<file path="src/rtl/lfsr_frame_packer_pkg.sv">
// Shared FFT-front-end types: default widths, packer FSM states and the complex sample payload.
package lfsr_frame_packer_pkg;

  localparam int unsigned DEF_DATA_W    = 16;
  localparam int unsigned DEF_FRAME_LEN = 64;

  typedef enum logic [1:0] {
    IDLE   = 2'd0,
    CAP_RE = 2'd1,
    CAP_IM = 2'd2,
    DRAIN  = 2'd3
  } state_e;

  typedef struct packed {
    logic [DEF_DATA_W-1:0] re;
    logic [DEF_DATA_W-1:0] im;
    logic                  last;
  } sample_t;

  localparam int unsigned SAMPLE_W = $bits(sample_t);

endpackage

</file>
<file path="src/rtl/sample_fifo_fwft.sv">
// First-word-fall-through FIFO; when empty the output holds the last popped word.
module sample_fifo_fwft #(
  parameter int unsigned WIDTH = 8,
  parameter int unsigned DEPTH = 4
) (
  input  logic                     clk,
  input  logic                     rst_n,
  input  logic                     push,
  input  logic                     pop,
  input  logic [WIDTH-1:0]         din,
  output logic [WIDTH-1:0]         dout,
  output logic                     full,
  output logic                     empty,
  output logic [$clog2(DEPTH):0]   count
);

  localparam int unsigned PTR_W = $clog2(DEPTH);
  localparam int unsigned CNT_W = PTR_W + 1;

  logic [WIDTH-1:0] mem [DEPTH];
  logic [PTR_W-1:0] rd_ptr_q;
  logic [PTR_W-1:0] wr_ptr_q;
  logic [CNT_W-1:0] count_q;
  logic [WIDTH-1:0] last_q;
  logic             push_en;
  logic             pop_en;

  assign empty   = (count_q == '0);
  assign full    = (count_q == CNT_W'(DEPTH));
  assign pop_en  = pop & ~empty;
  // A pop in the same cycle frees the slot being written, so a full FIFO still accepts.
  assign push_en = push & (~full | pop_en);
  assign count   = count_q;
  assign dout    = empty ? last_q : mem[rd_ptr_q];

  always_ff @(posedge clk or negedge rst_n) begin
    if (!rst_n) begin
      rd_ptr_q <= '0;
      wr_ptr_q <= '0;
      count_q  <= '0;
      last_q   <= '0;
    end else begin
      if (push_en) wr_ptr_q <= wr_ptr_q + PTR_W'(1);
      if (pop_en) begin
        rd_ptr_q <= rd_ptr_q + PTR_W'(1);
        last_q   <= mem[rd_ptr_q];
      end
      case ({push_en, pop_en})
        2'b10:   count_q <= count_q + CNT_W'(1);
        2'b01:   count_q <= count_q - CNT_W'(1);
        default: count_q <= count_q;
      endcase
    end
  end

  // Storage needs no reset: it is only observed while count is non-zero.
  always_ff @(posedge clk) begin
    if (push_en) mem[wr_ptr_q] <= din;
  end

endmodule

</file>
<file path="src/rtl/lfsr_frame_packer.sv">
// Packs consecutive LFSR words into (re, im) samples and streams fixed-length frames
// through a small FWFT FIFO; pairs arriving while the FIFO is full are dropped and counted.
module lfsr_frame_packer
  import lfsr_frame_packer_pkg::*;
#(
  parameter int unsigned DATA_W     = DEF_DATA_W,
  parameter int unsigned FRAME_LEN  = DEF_FRAME_LEN,
  parameter int unsigned FIFO_DEPTH = 4,
  parameter int unsigned CNT_W      = 16
) (
  input  logic              clk,
  input  logic              resetn,
  input  logic              start,
  input  logic [DATA_W-1:0] lfsr_in,
  output logic [DATA_W-1:0] out_re,
  output logic [DATA_W-1:0] out_im,
  output logic              out_valid,
  input  logic              out_ready,
  output logic              out_last,
  output logic              busy,
  output logic [CNT_W-1:0]  drop_cnt,
  output logic [CNT_W-1:0]  frame_cnt
);

  localparam int unsigned IDX_W  = $clog2(FRAME_LEN);
  localparam int unsigned FCNT_W = $clog2(FIFO_DEPTH) + 1;

  logic [1:0]        rst_sync_q;
  logic              rst_n;
  state_e            state_q;
  state_e            state_d;
  logic [DATA_W-1:0] re_q;
  logic [IDX_W-1:0]  idx_q;
  logic [CNT_W-1:0]  drop_cnt_q;
  logic [CNT_W-1:0]  frame_cnt_q;

  logic              fifo_full;
  logic              fifo_empty;
  logic [FCNT_W-1:0] fifo_count;
  logic [SAMPLE_W-1:0] fifo_dout;
  sample_t           wr_sample;
  sample_t           head;

  logic              push_c;
  logic              pop_c;
  logic              push_ok_c;
  logic              push_drop_c;
  logic              last_idx_c;

  // Reset asserts asynchronously, releases two clock edges after resetn rises.
  always_ff @(posedge clk or negedge resetn) begin
    if (!resetn) rst_sync_q <= '0;
    else         rst_sync_q <= {rst_sync_q[0], 1'b1};
  end
  assign rst_n = rst_sync_q[1];

  assign push_c      = (state_q == CAP_IM);
  assign pop_c       = out_valid & out_ready;
  assign push_ok_c   = push_c & (~fifo_full | pop_c);
  assign push_drop_c = push_c & ~push_ok_c;
  assign last_idx_c  = (idx_q == IDX_W'(FRAME_LEN - 1));

  assign wr_sample.re   = re_q;
  assign wr_sample.im   = lfsr_in;
  assign wr_sample.last = last_idx_c;

  sample_fifo_fwft #(
    .WIDTH (SAMPLE_W),
    .DEPTH (FIFO_DEPTH)
  ) u_fifo (
    .clk   (clk),
    .rst_n (rst_n),
    .push  (push_c),
    .pop   (pop_c),
    .din   (wr_sample),
    .dout  (fifo_dout),
    .full  (fifo_full),
    .empty (fifo_empty),
    .count (fifo_count)
  );

  assign head      = fifo_dout;
  assign out_valid = (fifo_count != '0);
  assign out_re    = head.re;
  assign out_im    = head.im;
  assign out_last  = head.last;
  assign busy      = (state_q != IDLE);
  assign drop_cnt  = drop_cnt_q;
  assign frame_cnt = frame_cnt_q;

  always_ff @(posedge clk or negedge rst_n) begin
    if (!rst_n) state_q <= IDLE;
    else        state_q <= state_d;
  end

  always_comb begin
    state_d = state_q;
    case (state_q)
      IDLE:    if (start) state_d = CAP_RE;
      CAP_RE:  state_d = CAP_IM;
      // A refused pair is not retried; the next pair takes the same index.
      CAP_IM:  state_d = (push_ok_c && last_idx_c) ? DRAIN : CAP_RE;
      DRAIN:   if (fifo_empty) state_d = IDLE;
      default: state_d = IDLE;
    endcase
  end

  always_ff @(posedge clk or negedge rst_n) begin
    if (!rst_n) begin
      re_q        <= '0;
      idx_q       <= '0;
      drop_cnt_q  <= '0;
      frame_cnt_q <= '0;
    end else begin
      if (state_q == CAP_RE) re_q <= lfsr_in;
      if (push_ok_c) idx_q <= last_idx_c ? '0 : idx_q + IDX_W'(1);
      if (push_drop_c && (drop_cnt_q != '1)) drop_cnt_q <= drop_cnt_q + CNT_W'(1);
      if (pop_c && head.last) frame_cnt_q <= frame_cnt_q + CNT_W'(1);
    end
  end

endmodule

</file>
<file path="config.mk">
export PLATFORM = sky130hd
export DESIGN_NAME = lfsr_frame_packer
export DESIGN_NICKNAME = d
export VERILOG_FILES = /design/src/rtl/lfsr_frame_packer_pkg.sv /design/src/rtl/sample_fifo_fwft.sv /design/src/rtl/lfsr_frame_packer.sv
export SDC_FILE = /design/constraint.sdc
export NUM_CORES = 1
export LEC_CHECK = 0
export BUFFER_PORTS_ARGS = -buffer_cell sky130_fd_sc_hd__buf_2
export CORE_ASPECT_RATIO = 1.4
export CORE_MARGIN = 10
export CORE_UTILIZATION = 35
export CTS_CLUSTER_DIAMETER = 40
export DETAILED_ROUTE_END_ITERATION = 12
export PLACE_DENSITY = 0.57
export SLEW_MARGIN = 20
export SYNTH_ARGS = -nofsm -noshare
export SYNTH_HDL_FRONTEND = slang
export SYNTH_SLANG_ARGS = --single-unit
</file>
<file path="constraint.sdc">
create_clock -name clk -period 8.75 [get_ports clk]
set_input_delay 0.4375 -clock clk [delete_from_list [all_inputs] [get_ports clk]]
set_output_delay 0.4375 -clock clk [all_outputs]
set_load 0.02 [all_outputs]
</file>
==> results_dict.tcl, run 1 <==
set metrics [dict create \
    utilization 0.426 \
    multi_input_area_sq_mm 0.00278 \
    vias_per_cell 4.99 \
    synth_cell_types 42 \
    cts_resized 0 \
    ioPinCount 87 \
    use_met1 0.129 \
    cap_violations 0 \
    power.density_mw_per_mm2 391 \
    n_antenna_cell 0 \
    yosysWarnings 0 \
    busiest_layer "met2" \
    worst_slew_pin_slew_ps 990 \
    period_share 0.373 \
    clock_sinks 230 \
    num_vias 5163 \
    fin_crit_ps 3270 \
    power_leakage_nw 4.54 \
    crit_path_start_kind "flop" \
    drt_wl_total_um 19800 \
    cts_root_buf "clkbuf_16" \
    dpl_cell_area_sq_mm 0.0101 \
    start_util 0.356 \
    mostFrequentLayoutCells "edfxtp_1, nand2_1, dfrtp_1, buf_2, mux2_2" \
    seq_area_sq_mm 0.00642 \
    numCtsBuffers 29 \
    final_cells 1034 \
    timing.rr.start "u_fifo.count[2]$_DFFE_PN0P_" \
    fin_nets 715 \
    synthArstFlopShare 0.426 \
    drt_iter0_drc 195 \
    finalHoldViolCount 0 \
    crit_fanout 18 \
    core_area_sq_mm 0.0262 \
    slowest_delay_ps 770 \
    finalPower_mw 4.36 \
    endpoint_kind "primary output" \
    avgRoutedWirePerCell_um 19.2 \
    r2r-end "u_fifo.count[0]$_DFFE_PN0P_" \
    required_ps 8310 \
    drc 0 \
    timing.hold.ws_ps 123 \
    critPathBufInv 2 \
    port_buffers 86 \
    rsz0062_at_grt "false" \
    drv_slew 0 \
    clk_path_buf_depth 3 \
    syn2layout_area_growth_pct 19.7 \
    critPathArrivalTime_ps 2830 \
    dpl.hpwl_um 12100 \
    track_usage 0.118 \
    synth_nets 617 \
    r2r_cells 5 \
    antenna_found_initial 1 \
    ys_seq_area_frac 0.688 \
    pre_cts_ws_ps 5800 \
    clk_pin_slew_worst_paths_ps 60 \
    synth_edf_count 132 \
    status "completed" \
    clock-skew-final_ps 12.8 \
    grt_max_degree 73 \
    worstHoldPathCells 1 \
    grt_pass1_wl_um 31000 \
    dp.cells 979 \
    avgSynthCellArea_sq_um 15.8 \
    synth.cell_area_sq_mm 0.00933 \
    critical_path_class "reg2out" \
    gr-usage-met3 0.0300 \
    grt_pass1_vias 5600 \
    final_common_cell "edfxtp_1" \
    report.final.setup_viol 0 \
    cts.htree.levels 1 \
    clk_latency_ps 540 \
    fin_ws_ps 5480 \
    die_area_sq_mm 0.0337 \
    grt.met2_usage 0.215 \
    num_rows 70 \
    finalSetupTns_ps 0 \
    fillers 2344 \
    hold_end "u_fifo.mem[0][4]$_DFFE_PP_" \
    routabilityCongestion 0.786 \
    cp_cell_sequence "buf_4 -> mux4_2 -> mux2_2 -> buf_2" \
    synth-seq-cells 230 \
    drive_above_1_share 0.345 \
    max_freq_mhz 306 \
    worst_path_dominant_cell_family "multiplexers" \
    hold_class "in2reg" \
    relSlewSlack 0.340 \
    die_h_um 213 \
    drtPass1Iterations 5 \
    cts_tree "built" \
    r2r_slack_ps 5870 \
    min-delay-start "lfsr_in[3]" \
    synth_cells 589 \
    stdcell_area_sq_mm 0.0112 \
    chipWidth_um 158 \
    ir_drop_uv 164 \
    overflow 0 \
    postRouteAntennaNets 0 \
    slowest_stage "dfrtp_2" \
    ys.flop_type "edfxtp_1" \
]
==> report_power, final <==
| group | switching [mW] | internal [mW] | leakage, nW |
|---|---|---|---|
| Sequential | 0.254 | 1.56 | 2.42 |
| Combinational | 0.678 | 0.598 | 1.61 |
| Clock | 0.477 | 0.798 | 0.510 |
| Total | 1.41 | 2.95 | 4.54 |
==> logic make-up after synthesis <==
family	after synthesis	share of synthesized area
flops	230	0.688
mux	87	0.145
buf+inv	31	0.0158
xor+xnor	35	0.0329
fa+ha+maj	8	0.0115
compound gates	15	0.0110
simple gates	182	0.0954
other cells	1	0.000402
==> state kept, by name, summed over array words and instances, names as in the netlist <==
signal	flops
u_fifo.mem	132
frame_cnt	16
re_q	16
u_fifo.count	3
idx_q	6
state_q	2
rst_sync_q	2
u_fifo.wr_ptr_q	2
u_fifo.rd_ptr_q	2
u_fifo.last_q	33
drop_cnt	16
==> synthesized netlist by cell type (7+ instances only) <==
master	instances	area, sq um
nand2_1	113	424
xnor2_1	18	158
buf_2	13	65.1
nor3_1	8	40.0
nand4_1	8	50.1
mux2_2	52	586
mux4_2	33	743
edfxtp_1	132	3960
ha_1	7	87.6
and4_1	7	61.3
nand3_1	8	40.0
and2_1	7	43.8
xor2_1	17	149
dfrtp_1	98	2450
clkbuf_1	7	26.3
==> worst max path at each step <==
stage | end | cells past startpoint | slack, ps | start
6_report | out_re[6] | 4 | 5480 | u_fifo.rd_ptr_q[0]$_DFFE_PN0P_
5_1_grt | out_re[11] | 4 | 5260 | u_fifo.rd_ptr_q[0]$_DFFE_PN0P_
4_1_cts | out_im[10] | 4 | 5360 | u_fifo.rd_ptr_q[0]$_DFFE_PN0P_
3_5_place_dp | u_fifo.count[0]$_DFFE_PN0P_ | 5 | 5800 | u_fifo.count[2]$_DFFE_PN0P_
3_3_place_gp | out_im[10] | 4 | 5940 | u_fifo.rd_ptr_q[0]$_DFFE_PN0P_
2_1_floorplan | drop_cnt[0]$_DFFE_PN0P_ | 0 | 5820 | rst_sync_q[1]$_DFF_PN0_
==> metal layers <==
metal,routed length (um),part of all wire
met3,1340,0.068
met2,10300,0.52
met4,453,0.023
met5,7,0.00035
met1,7730,0.39
==> cell type report <==
cell class / instances / share of cell area
flip-flops and latches: 230 / 0.575
well taps: 324 / 0.0363
clock inverters: 23 / 0.0286
inverters: 6 / 0.00202
multi-input cells: 328 / 0.249
clock buffers: 31 / 0.0657
repair buffers: 92 / 0.0432
==> what timing repair did <==
action,CTS,global route
hold buffers,1,0
endpoints found under the hold margin,2,0
buffers inserted,0,0
No activity file was read; power rests on OpenSTA's default activity.
==> run 2, diff against run 1 <==
Settings changed: PLACE_DENSITY 0.57 to 0.59.
Clock period 8.75 ns to 2.7 ns, I/O delays scaled along.
==> results_dict.tcl, run 2 (same netlist as run 1, synthesis figures left out) <==
set metrics [dict create \
    swShare 0.311 \
    grt_max_degree 49 \
    seq_area_sq_mm 0.00642 \
    vias_per_cell 4.96 \
    required_ps 2570 \
    avgRoutedWirePerCell_um 18.8 \
    finalHoldViolCount 0 \
    power.share.sequential 0.395 \
    period_share 0.911 \
    power.switching_mw 4.56 \
    regMostFlops "u_fifo.mem" \
    chipWidth_um 158 \
    drt_iter0_drc 309 \
    status "completed" \
    grt_pass1_vias 5922 \
    finalPower_mw 14.7 \
    reg_top3 "u_fifo.mem (132), u_fifo.last_q (33)" \
    postRouteAntennaNets 0 \
    clk_pin_slew_worst_paths_ps 50 \
    overflow 0 \
    die_area_sq_mm 0.0337 \
    multi_input_area_sq_mm 0.00278 \
    dpl.hpwl_um 13300 \
    fin_nets 762 \
    finalSetupTns_ps 0 \
    internal-power_mw 10.1 \
    stdcell_area_sq_mm 0.0117 \
    drtPass1Iterations 4 \
    final_common_cell "edfxtp_1" \
    clk_latency_ps 530 \
    cts_tree "built" \
    num_rows 70 \
    fin_crit_ps 2460 \
    ir_drop_uv 1010 \
    antenna_found_initial 0 \
    clock-skew-final_ps 7.56 \
    clock_sinks 230 \
    power_leakage_nw 4.81 \
    crit_fanout 16 \
    fillers 2285 \
    num_vias 5362 \
    p_comb_frac 0.303 \
    numCtsBuffers 30 \
    timing.hold.ws_ps 94.6 \
    clk_path_buf_depth 3 \
    mostFrequentLayoutCells "edfxtp_1, nand2_1, dfrtp_1, buf_2, mux2_2" \
    rsz0062_at_grt "false" \
    track_usage 0.123 \
    die_h_um 213 \
    p_clk_frac 0.302 \
    max_freq_mhz 407 \
    critPathArrivalTime_ps 2320 \
    critical_path_class "reg2out" \
    cts.htree.levels 1 \
    pre_cts_ws_ps 458 \
    drv_slew 0 \
    grt_pass1_wl_um 32800 \
    crit_path_start_kind "flop" \
    relSlewSlack 0.507 \
    fin_ws_ps 240 \
    cts_root_buf "clkbuf_16" \
    start_util 0.356 \
    n_antenna_cell 0 \
    cap_violations 0 \
    routabilityCongestion 0.822 \
    syn2layout_area_growth_pct 25.1 \
    ioPinCount 87 \
    drc 0 \
    report.final.setup_viol 0 \
    endpoint_kind "primary output" \
    largest_reg_flops 132 \
    core_area_sq_mm 0.0262 \
    worst_slew_pin_slew_ps 739 \
    power.density_mw_per_mm2 1260 \
    drt_wl_total_um 20300 \
    drive_above_1_share 0.360 \
    hold_class "in2reg" \
    port_buffers 86 \
    dpl_cell_area_sq_mm 0.0102 \
]
## run 2: cell count changes in the layout (fill, tap and decap cells not counted), moves of 2 or more
cell,previous run,this run
clkinv_4,2,0
clkbuf_8,0,2
buf_4,4,31
dlygate4sd3_1,1,19
bufinv_16,6,8
clkinv_2,5,2
buf_12,0,2
clkbuf_16,29,31
## run 2: power by group through the flow
stage               Clock (mW)  Sequential, mW  Combinational (mW)
global placement             0            5.81                4.29
detailed placement           0            5.91                4.34
finish                    4.44            5.80                4.45
global route              4.71            5.96                4.86
CTS                       4.54            5.85                4.40
floorplan                    0            5.59                3.15
## run 2: path summary, 6_finish.rpt
kind | startpoint | to | slack (ps) | cells after the start
setup / recovery | u_fifo.rd_ptr_q[0]$_DFFE_PN0P_ | out_re[5] | 240 | 4
hold / removal | out_ready | drop_cnt[2]$_DFFE_PN0P_ | 90 | 4
setup reg to reg | state_q[0]$_DFFE_PN0P_ | u_fifo.mem[1][20]$_DFFE_PP_ | 610 | 4
hold reg to reg | rst_sync_q[0]$_DFF_PN0_ | rst_sync_q[1]$_DFF_PN0_ | 350 | 0
max in group asynchronous | rst_sync_q[1]$_DFF_PN0_ | drop_cnt[15]$_DFFE_PN0P_ | 1630 | 1
min in group asynchronous | rst_sync_q[1]$_DFF_PN0_ | re_q[10]$_DFFE_PN0N_ | 400 | 0
## run 2: routing by layer
layer  GRT usage  share of wire  vias to the layer above
met2       0.225           0.53                      132
met3      0.0219          0.053                       31
met1       0.142           0.40                     2741
met5           0              0                        -
li1            -              -                     2458
met4      0.0371          0.019                        0
## run 2: critical path, cell delays in order, from the launching register on
cell	delay, ps
dfrtp_4	560
buf_4	240
mux4_2	540
mux2_2	290
buf_2	160
## run 2: area by class of cell
cell class	instances	share of cell area
flip-flops and latches	230	0.550
multi-input cells	328	0.238
repair buffers	138	0.0765
clock buffers	36	0.0698
inverters	6	0.00193
clock inverters	20	0.0285
well taps	324	0.0347
## run 2: metrics by stage
| step | util | instances |
|---|---|---|
| floorplan | - | 589 |
| global placement | 0.391 | 994 |
| detailed placement | 0.391 | 994 |
| CTS | 0.442 | 1069 |
| global route | 0.446 | 1082 |
| finish | 0.446 | 1082 |
## run 2: what timing repair did
action / CTS / global route
hold buffers: 19 / 0
buffers inserted: 0 / 13
endpoints found under the hold margin: 83 / 0
gates resized for setup: 1 / 0
setup endpoints to repair: 19 / 5
